--- src/rtl/instr_loader_pkg.sv ---
// rtl/instr_loader_pkg.sv - shared types and constants for the instruction loader
package instr_loader_pkg;

    typedef enum logic [1:0] {
        LOAD  = 2'd0,
        FLUSH = 2'd1,
        RUN   = 2'd2
    } state_t;

    localparam int BYTES_PER_WORD = 4;
    localparam int INSTR_W        = 32;

endpackage

--- src/rtl/instr_loader_if.sv ---
// rtl/instr_loader_if.sv - instruction-memory write bus
interface instr_loader_if #(
    parameter int ADDR_W = 6
) ();
    logic              imem_we;
    logic [ADDR_W-1:0] imem_addr;
    logic [31:0]       imem_wdata;

    modport master (
        output imem_we,
        output imem_addr,
        output imem_wdata
    );

    modport slave (
        input imem_we,
        input imem_addr,
        input imem_wdata
    );
endinterface

--- src/rtl/instr_loader_byte_packer.sv ---
// rtl/instr_loader_byte_packer.sv - assembles MSB-first bytes into instruction words
module byte_packer
    import instr_loader_pkg::*;
(
    input  logic               clk,
    input  logic               rst,
    input  logic               en,
    input  logic [7:0]         data_byte,
    output logic               word_ready,
    output logic [INSTR_W-1:0] word
);
    localparam int IDX_W = $clog2(BYTES_PER_WORD);
    localparam logic [IDX_W-1:0] LAST_IDX = IDX_W'(BYTES_PER_WORD - 1);

    logic [IDX_W-1:0]   b;
    logic [INSTR_W-9:0] shift_reg;

    // Earlier bytes shift toward the MSB, so byte 0 lands in [31:24] once byte 3 arrives.
    assign word       = {shift_reg, data_byte};
    assign word_ready = en && (b == LAST_IDX);

    always_ff @(posedge clk or posedge rst) begin
        if (rst) begin
            b         <= '0;
            shift_reg <= '0;
        end else if (en) begin
            b         <= b + 1'b1;
            shift_reg <= {shift_reg[INSTR_W-17:0], data_byte};
        end
    end
endmodule

--- src/rtl/instr_loader.sv ---
// rtl/instr_loader.sv - streams a boot image into instruction memory, then releases the core
module instr_loader
    import instr_loader_pkg::*;
#(
    parameter int NUM_WORDS = 64,
    parameter int ADDR_W    = 6
) (
    input  logic              sys_clk,
    input  logic              sys_reset,
    input  logic [7:0]        instr_i,
    instr_loader_if.master    imem,
    output logic              cpu_hold,
    output logic              load_done,
    output logic [ADDR_W:0]   word_cnt
);
    localparam logic [ADDR_W:0]   FULL_CNT  = (ADDR_W + 1)'(NUM_WORDS);
    localparam logic [ADDR_W-1:0] LAST_ADDR = ADDR_W'(NUM_WORDS - 1);

    state_t             state, state_next;
    logic               packer_en;
    logic               word_ready;
    logic [INSTR_W-1:0] packed_word;

    // Once the last word is captured, stop sampling so the index can never wrap.
    assign packer_en = (state == LOAD) && (word_cnt != FULL_CNT);

    byte_packer u_packer (
        .clk        (sys_clk),
        .rst        (sys_reset),
        .en         (packer_en),
        .data_byte  (instr_i),
        .word_ready (word_ready),
        .word       (packed_word)
    );

    always_comb begin
        state_next = state;
        case (state)
            LOAD:    if (imem.imem_we && (imem.imem_addr == LAST_ADDR)) state_next = FLUSH;
            FLUSH:   state_next = RUN;
            RUN:     state_next = RUN;
            default: state_next = LOAD;
        endcase
    end

    // Status flags are registered from the next state so they never glitch.
    always_ff @(posedge sys_clk or posedge sys_reset) begin
        if (sys_reset) begin
            state     <= LOAD;
            cpu_hold  <= 1'b1;
            load_done <= 1'b0;
        end else begin
            state     <= state_next;
            cpu_hold  <= (state_next != RUN);
            load_done <= (state_next == RUN);
        end
    end

    always_ff @(posedge sys_clk or posedge sys_reset) begin
        if (sys_reset) begin
            imem.imem_we    <= 1'b0;
            imem.imem_addr  <= '0;
            imem.imem_wdata <= '0;
            word_cnt        <= '0;
        end else begin
            imem.imem_we <= word_ready;
            if (word_ready) begin
                imem.imem_addr  <= word_cnt[ADDR_W-1:0];
                imem.imem_wdata <= packed_word;
                word_cnt        <= word_cnt + 1'b1;
            end
        end
    end
endmodule

--- src/flat_wrapper.sv ---
// flat-port wrapper written by rule: the top's interface ports become plain ports
module instr_loader_flat import instr_loader_pkg::*;
#(
    parameter int NUM_WORDS = 64,
    parameter int ADDR_W    = 6
)
  (sys_clk, sys_reset, instr_i, cpu_hold, load_done, word_cnt, imem_imem_we, imem_imem_addr, imem_imem_wdata);
  instr_loader_if #(.ADDR_W(ADDR_W)) imem_i ();
  input  logic sys_clk;
  input  logic sys_reset;
  input  logic [7:0] instr_i;
  output logic cpu_hold;
  output logic load_done;
  output logic [ADDR_W:0] word_cnt;
  output wire logic [$bits(imem_i.imem_we)-1:0] imem_imem_we;
  output wire logic [$bits(imem_i.imem_addr)-1:0] imem_imem_addr;
  output wire logic [$bits(imem_i.imem_wdata)-1:0] imem_imem_wdata;
  assign imem_imem_we = imem_i.imem_we;
  assign imem_imem_addr = imem_i.imem_addr;
  assign imem_imem_wdata = imem_i.imem_wdata;
  instr_loader #(.NUM_WORDS(NUM_WORDS), .ADDR_W(ADDR_W)) u_core (.sys_clk(sys_clk), .sys_reset(sys_reset), .instr_i(instr_i), .imem(imem_i), .cpu_hold(cpu_hold), .load_done(load_done), .word_cnt(word_cnt));
endmodule
--- config.mk ---
export PLATFORM = sky130hd
export DESIGN_NAME = instr_loader_flat
export DESIGN_NICKNAME = d
export VERILOG_FILES = /design/src/rtl/instr_loader_pkg.sv /design/src/rtl/instr_loader_if.sv /design/src/rtl/instr_loader_byte_packer.sv /design/src/rtl/instr_loader.sv /design/src/flat_wrapper.sv
export SDC_FILE = /design/constraint.sdc
export NUM_CORES = 1
export LEC_CHECK = 0
export ABC_AREA = 0
export ABC_CLOCK_PERIOD_IN_PS = 3000
export BUFFER_PORTS_ARGS = -buffer_cell sky130_fd_sc_hd__buf_2
export CAP_MARGIN = 0
export CORE_MARGIN = 2
export CORE_UTILIZATION = 50
export DETAILED_ROUTE_END_ITERATION = 8
export HOLD_SLACK_MARGIN = 0.05
export PLACE_DENSITY = 0.73
export SLEW_MARGIN = 20
export SYNTH_ARGS = -nofsm -noshare
export SYNTH_HDL_FRONTEND = slang
export SYNTH_SLANG_ARGS = --single-unit
--- constraint.sdc ---
create_clock -name sys_clk -period 3 [get_ports sys_clk]
set_input_delay 0.3 -clock sys_clk [delete_from_list [all_inputs] [get_ports sys_clk]]
set_output_delay 0.3 -clock sys_clk [all_outputs]
set_load 0.005 [all_outputs]
# Word level (Yosys, flattened, before mapping)
# Index checks and enable logic that the tools add are counted.
# word_totals
memories	0
elab_cells	25
ram_bits	0
romBits	0
latchBits	0
regBits	76
inputBits	10
output_inout_bits	48
# op_classes
n_mux	2
n_shift	0
eq_ne	7
add_sub_neg	2
bitwise	0
n_reduce_logical	5
mul	0
n_div	0
order_cmp	0
# op_table
operator	n
7-bit by 1-bit adder with 7-bit output (second input constant)	1
7-bit inequality test (second input constant)	1
2-bit equality test (second input constant)	3
6-bit equality test (second input constant)	1
2-bit case mux with 2 select lines	1
1-bit logical AND	3
2-bit by 1-bit adder with 2-bit output (second input constant)	1
2-bit by 1-bit equality test with 1-bit output (second input constant)	1
2-bit zero test	1
2-bit two-way mux	1
2-bit inequality test (second input constant)	1
2-bit OR reduction	1

# Depth between registers and ports, before layout
# depth
depth_word	5
depth_mapped	8
mapped_depth_nobuf	6

# Hierarchy
# A second synthesis with hierarchy kept.
# unflattened
hier_cells	188
area_unflattened_um2	3064.2
# by_module_without_submodules
module	cells_each	instances	seq_area_each_um2	area_per_inst_um2
instr_loader	122	1	1227.4	1921.8
byte_packer	66	1	650.6	1142.3

# Worst setup path after synthesis
# OpenSTA, ideal clock, no wires.
# synth_timing
path_kind	flip-flop to flip-flop
start	register u_core.word_cnt[3]
end	register u_core.imem.imem_wdata[10]
setup_time_ps	125
arrival_time_ps	1793
synth_period_minus_slack_ps	1918
stages_incl_launch_ff	6
path_buffers	1
setup_slack_ps	1082
t_required_ps	2875
path_cell_list	dfrtp_1 or4_4 o21ai_4 inv_4 buf_12 mux2_4
# synth_via
elab_chain_len	3
# synth_lines
element	line	rtl
from (decl)	instr_loader.sv:14	output logic [ADDR_W:0] word_cnt
from (signal assigned)	instr_loader.sv:70	word_cnt <= word_cnt + 1'b1;
7-bit inequality test	instr_loader.sv:25	assign packer_en = (state == LOAD) && (word_cnt != FULL_CNT);
1-bit logical AND	instr_loader.sv:25	
1-bit logical AND	instr_loader_byte_packer.sv:20	assign word_ready = en && (b == LAST_IDX);
to (signal assigned)	instr_loader.sv:69	imem.imem_wdata <= packed_word;
to (decl)	instr_loader_if.sv:12	output imem_wdata
# Every way passes these cells.
# A chain may end at the register's enable or synchronous reset.

# Worst setup path after layout
# layout_timing
start	register u_core.state[0]
end	register u_core.imem.imem_wdata[29]
# layout_via
elab_chain_len	3
# layout_lines
element	line	rtl
from (decl)	instr_loader.sv:19	state_t state, state_next;
from (signal assigned)	instr_loader.sv:53	state <= state_next;
2-bit zero test	instr_loader.sv:25	
1-bit logical AND	instr_loader.sv:25	
1-bit logical AND	instr_loader_byte_packer.sv:20	
# Every way passes these cells.

==> summary.txt <==
Layout
  – Commonest cells after routing, fill and taps aside: dfrtp_1 (74), buf_2 (57), mux2_2 (31)
  – Fin area: 0.003557 mm^2
  – Max reg flops: 32
  – Layout area overhead: 16.37%
  – Share of cells above drive strength 1: 55.38%
  – Antenna diode count: 0
  – Fillers: 469
  – Nets: 261
  – Sequential cell area: 0.001878 mm^2
  – Multi-input logic area: 0.001071 mm^2
  – Commonest non-fill, non-tap cell in the layout: dfrtp_1

CTS
  – Postcts setup bufs: 0
  – # H-tree levels: 3
  – Clock transition at path regs: 80 ps
  – Hold bufs inserted after CTS: 0
  – Root Driver: clkbuf_8
  – TritonCTS Buffers: 9
  – Clk Latency, worst-skew pair: 340 ps
  – Clock tree buffer depth: 2
  – Clk sinks: 75
  – Post-cts sizing count: 0
  – CTS tree: yes

Drt
  – Final wirelength: 4856 um
  – Routed Antenna Nets: 0
  – Routed length per placed instance: 14.90 um
  – Vias/cell: 5.021
  – Drc violations: 0
  – Vias: 1637
  – TritonRoute pass-1 iters: 4
  – Initial DRC Count: 94

Floorplanning
  – Starting Density: 51.63%
  – Row count: 28
  – I/O pin cnt: 58
  – Core ar.: 0.005921 mm^2
  – Die Y: 82.19 um
  – Die footprint: 0.006754 mm^2
  – Die Wd: 82.19 um

GRT
  – Vias in the first global route: 1614
  – Global-route total usage across every layer: 16.12%
  – Initial antenna violation count: 0
  – Grt total ovfl: 0
  – First-pass GRT wire length: 7983 um
  – Pin count of the biggest net entering global routing: 41

Yosys
  – Synth Net Count: 197
  – FF+latch count, synth: 75
  – Synth area leader: dfrtp_1
  – Synthesized area per cell: 16.79 um^2
  – Syn. warnings: 0
  – Seq/Total Area, Yosys: 61.44%
  – Post-Syn Area: 0.003057 mm^2
  – Gate Count Post-Synth: 182
  – Synth unique cells: 25
  – Synth top area cells: dfrtp_1 (61%), mux2_4 (14%), mux2_2 (11%), ha_1 (2.0%), buf_12 (2.0%)
  – Synth top area share: 60.58%

Timing
  – Unrepaired setup endpoints after global routing: false
  – Final hold slack: 124.5 ps
  – Worst Tran Pin Value: 843.7 ps
  – Period Utilization, post-route: 73.00%
  – Final hold violations: 0
  – Max frequency: 456.6 MHz
  – Setup TNS: 0 ps
  – Max Clock Skew: 11.95 ps
  – Max Slew Vio Count: 0
  – Final worst setup slack: 810.0 ps
  – Final setup viols: 0
  – Min cycle time layout: 2190 ps
  – Rel. slew slack: 43.67%

Setup path
  – Crit-path max FO: 35
  – Critical Path Source Type: register
  – WP data required: 3210 ps
  – Arr. time, crit path: 2400 ps
  – Crit Path Class: register to register
  – Crit path capture type: register

Pwr
  – Max VDD drop: 0.0002529 V
  – Static leakage: 1.646 nW
  – Pwr/cell area: 521.9 mW/mm^2

Placed design
  – Number of buffers added on ports: 57
  – Post-DP HPWL: 3207 um
  – Pre-CTS setup slack: 815.7 ps
  – GPL Wtd Cong: 0.7897
  – Post-Place Cell Area: 0.003385 mm^2

Run
  – Max-Cap Viols: 0

Min path
  – Worst hold path class: input pin to asynchronous set/reset pin

Status
  – Status: finished, final reports clean
[synth_stat cells]
cell type,count
and4_2,1
and4_1,1
o21ai_4,2
o21bai_1,1
o21ai_0,2
dfstp_2,1
a22o_2,1
nand4_1,3
ha_1,5
a22o_1,3
mux2_4,28
or4_4,1
and2_1,1
and3b_1,1
buf_12,3
nand2_1,4
nand3_1,2
dfrtp_1,74
clkbuf_1,1
buf_4,2
mux2_2,31
mux2_1,1
inv_4,1
inv_1,6
xnor2_1,6
[worst paths after layout]
path	startpoint	to	slack, ps	cells after the start
worst max-delay path	u_core.state[0]	u_core.imem.imem_wdata[29]	810	6
worst min-delay path	sys_reset	u_core.imem.imem_wdata[2]	120	2
worst max register to register	u_core.state[0]	u_core.imem.imem_wdata[29]	810	6
worst min register to register	u_core.u_packer.b[0]	u_core.u_packer.b[0]	480	1
max in group asynchronous	sys_reset	u_core.cpu_hold	2140	3
min in group sys_clk	instr_i[2]	u_core.imem.imem_wdata[2]	200	2
[logic make-up after synthesis]
group	Yosys count	share of synthesized area [%]
flops	75	61.44
mux	60	25.54
simple gates	14	2.906
buf+inv	13	3.520
compound gates	9	2.825
xor+xnor	6	1.719
fa+ha+maj	5	2.047
[critical path: stages, from the launching register on]
cell and delay, ps:
dfrtp_1 390, inv_1 80, ha_1 290, and2_1 310, o21ai_4 140, inv_4 450
mux2_2 400
[metal layers]
layer	wire (um)	GRT usage [%]	vias to the layer above
li1	-	-	773
met1	2463	23.52	811
met2	2090	22.18	44
met3	222	3.913	9
met4	80	8.500	0
met5	0	0	-
[where the power goes]
| group | total, mW | internal, mW | switching (mW) |
|---|---|---|---|
| clock network | 0.684 | 0.344 | 0.339 |
| registers | 1.07 | 1.05 | 0.0231 |
| logic | 0.100 | 0.0591 | 0.0413 |
[cell type report]
type                    count  share of cell area [%]
clock buffers              14                   4.573
clock inverters             2                  0.2814
inverters                   7                  0.8090
multi-input cells          94                   30.11
flip-flops and latches     75                   52.80
well taps                  75                   2.638
repair buffers             59                   8.794
[stage by stage]
step                      power (mW)  instances  utilization [%]
after floorplan                1.147        182                -
after global placement         1.192        310            57.16
after detailed placement       1.195        310            57.16
after CTS                      1.874        326            60.08
after global routing           1.938        326            60.08
final                          1.856        326            60.08
Note: power is estimated with default switching activity, not from simulation.
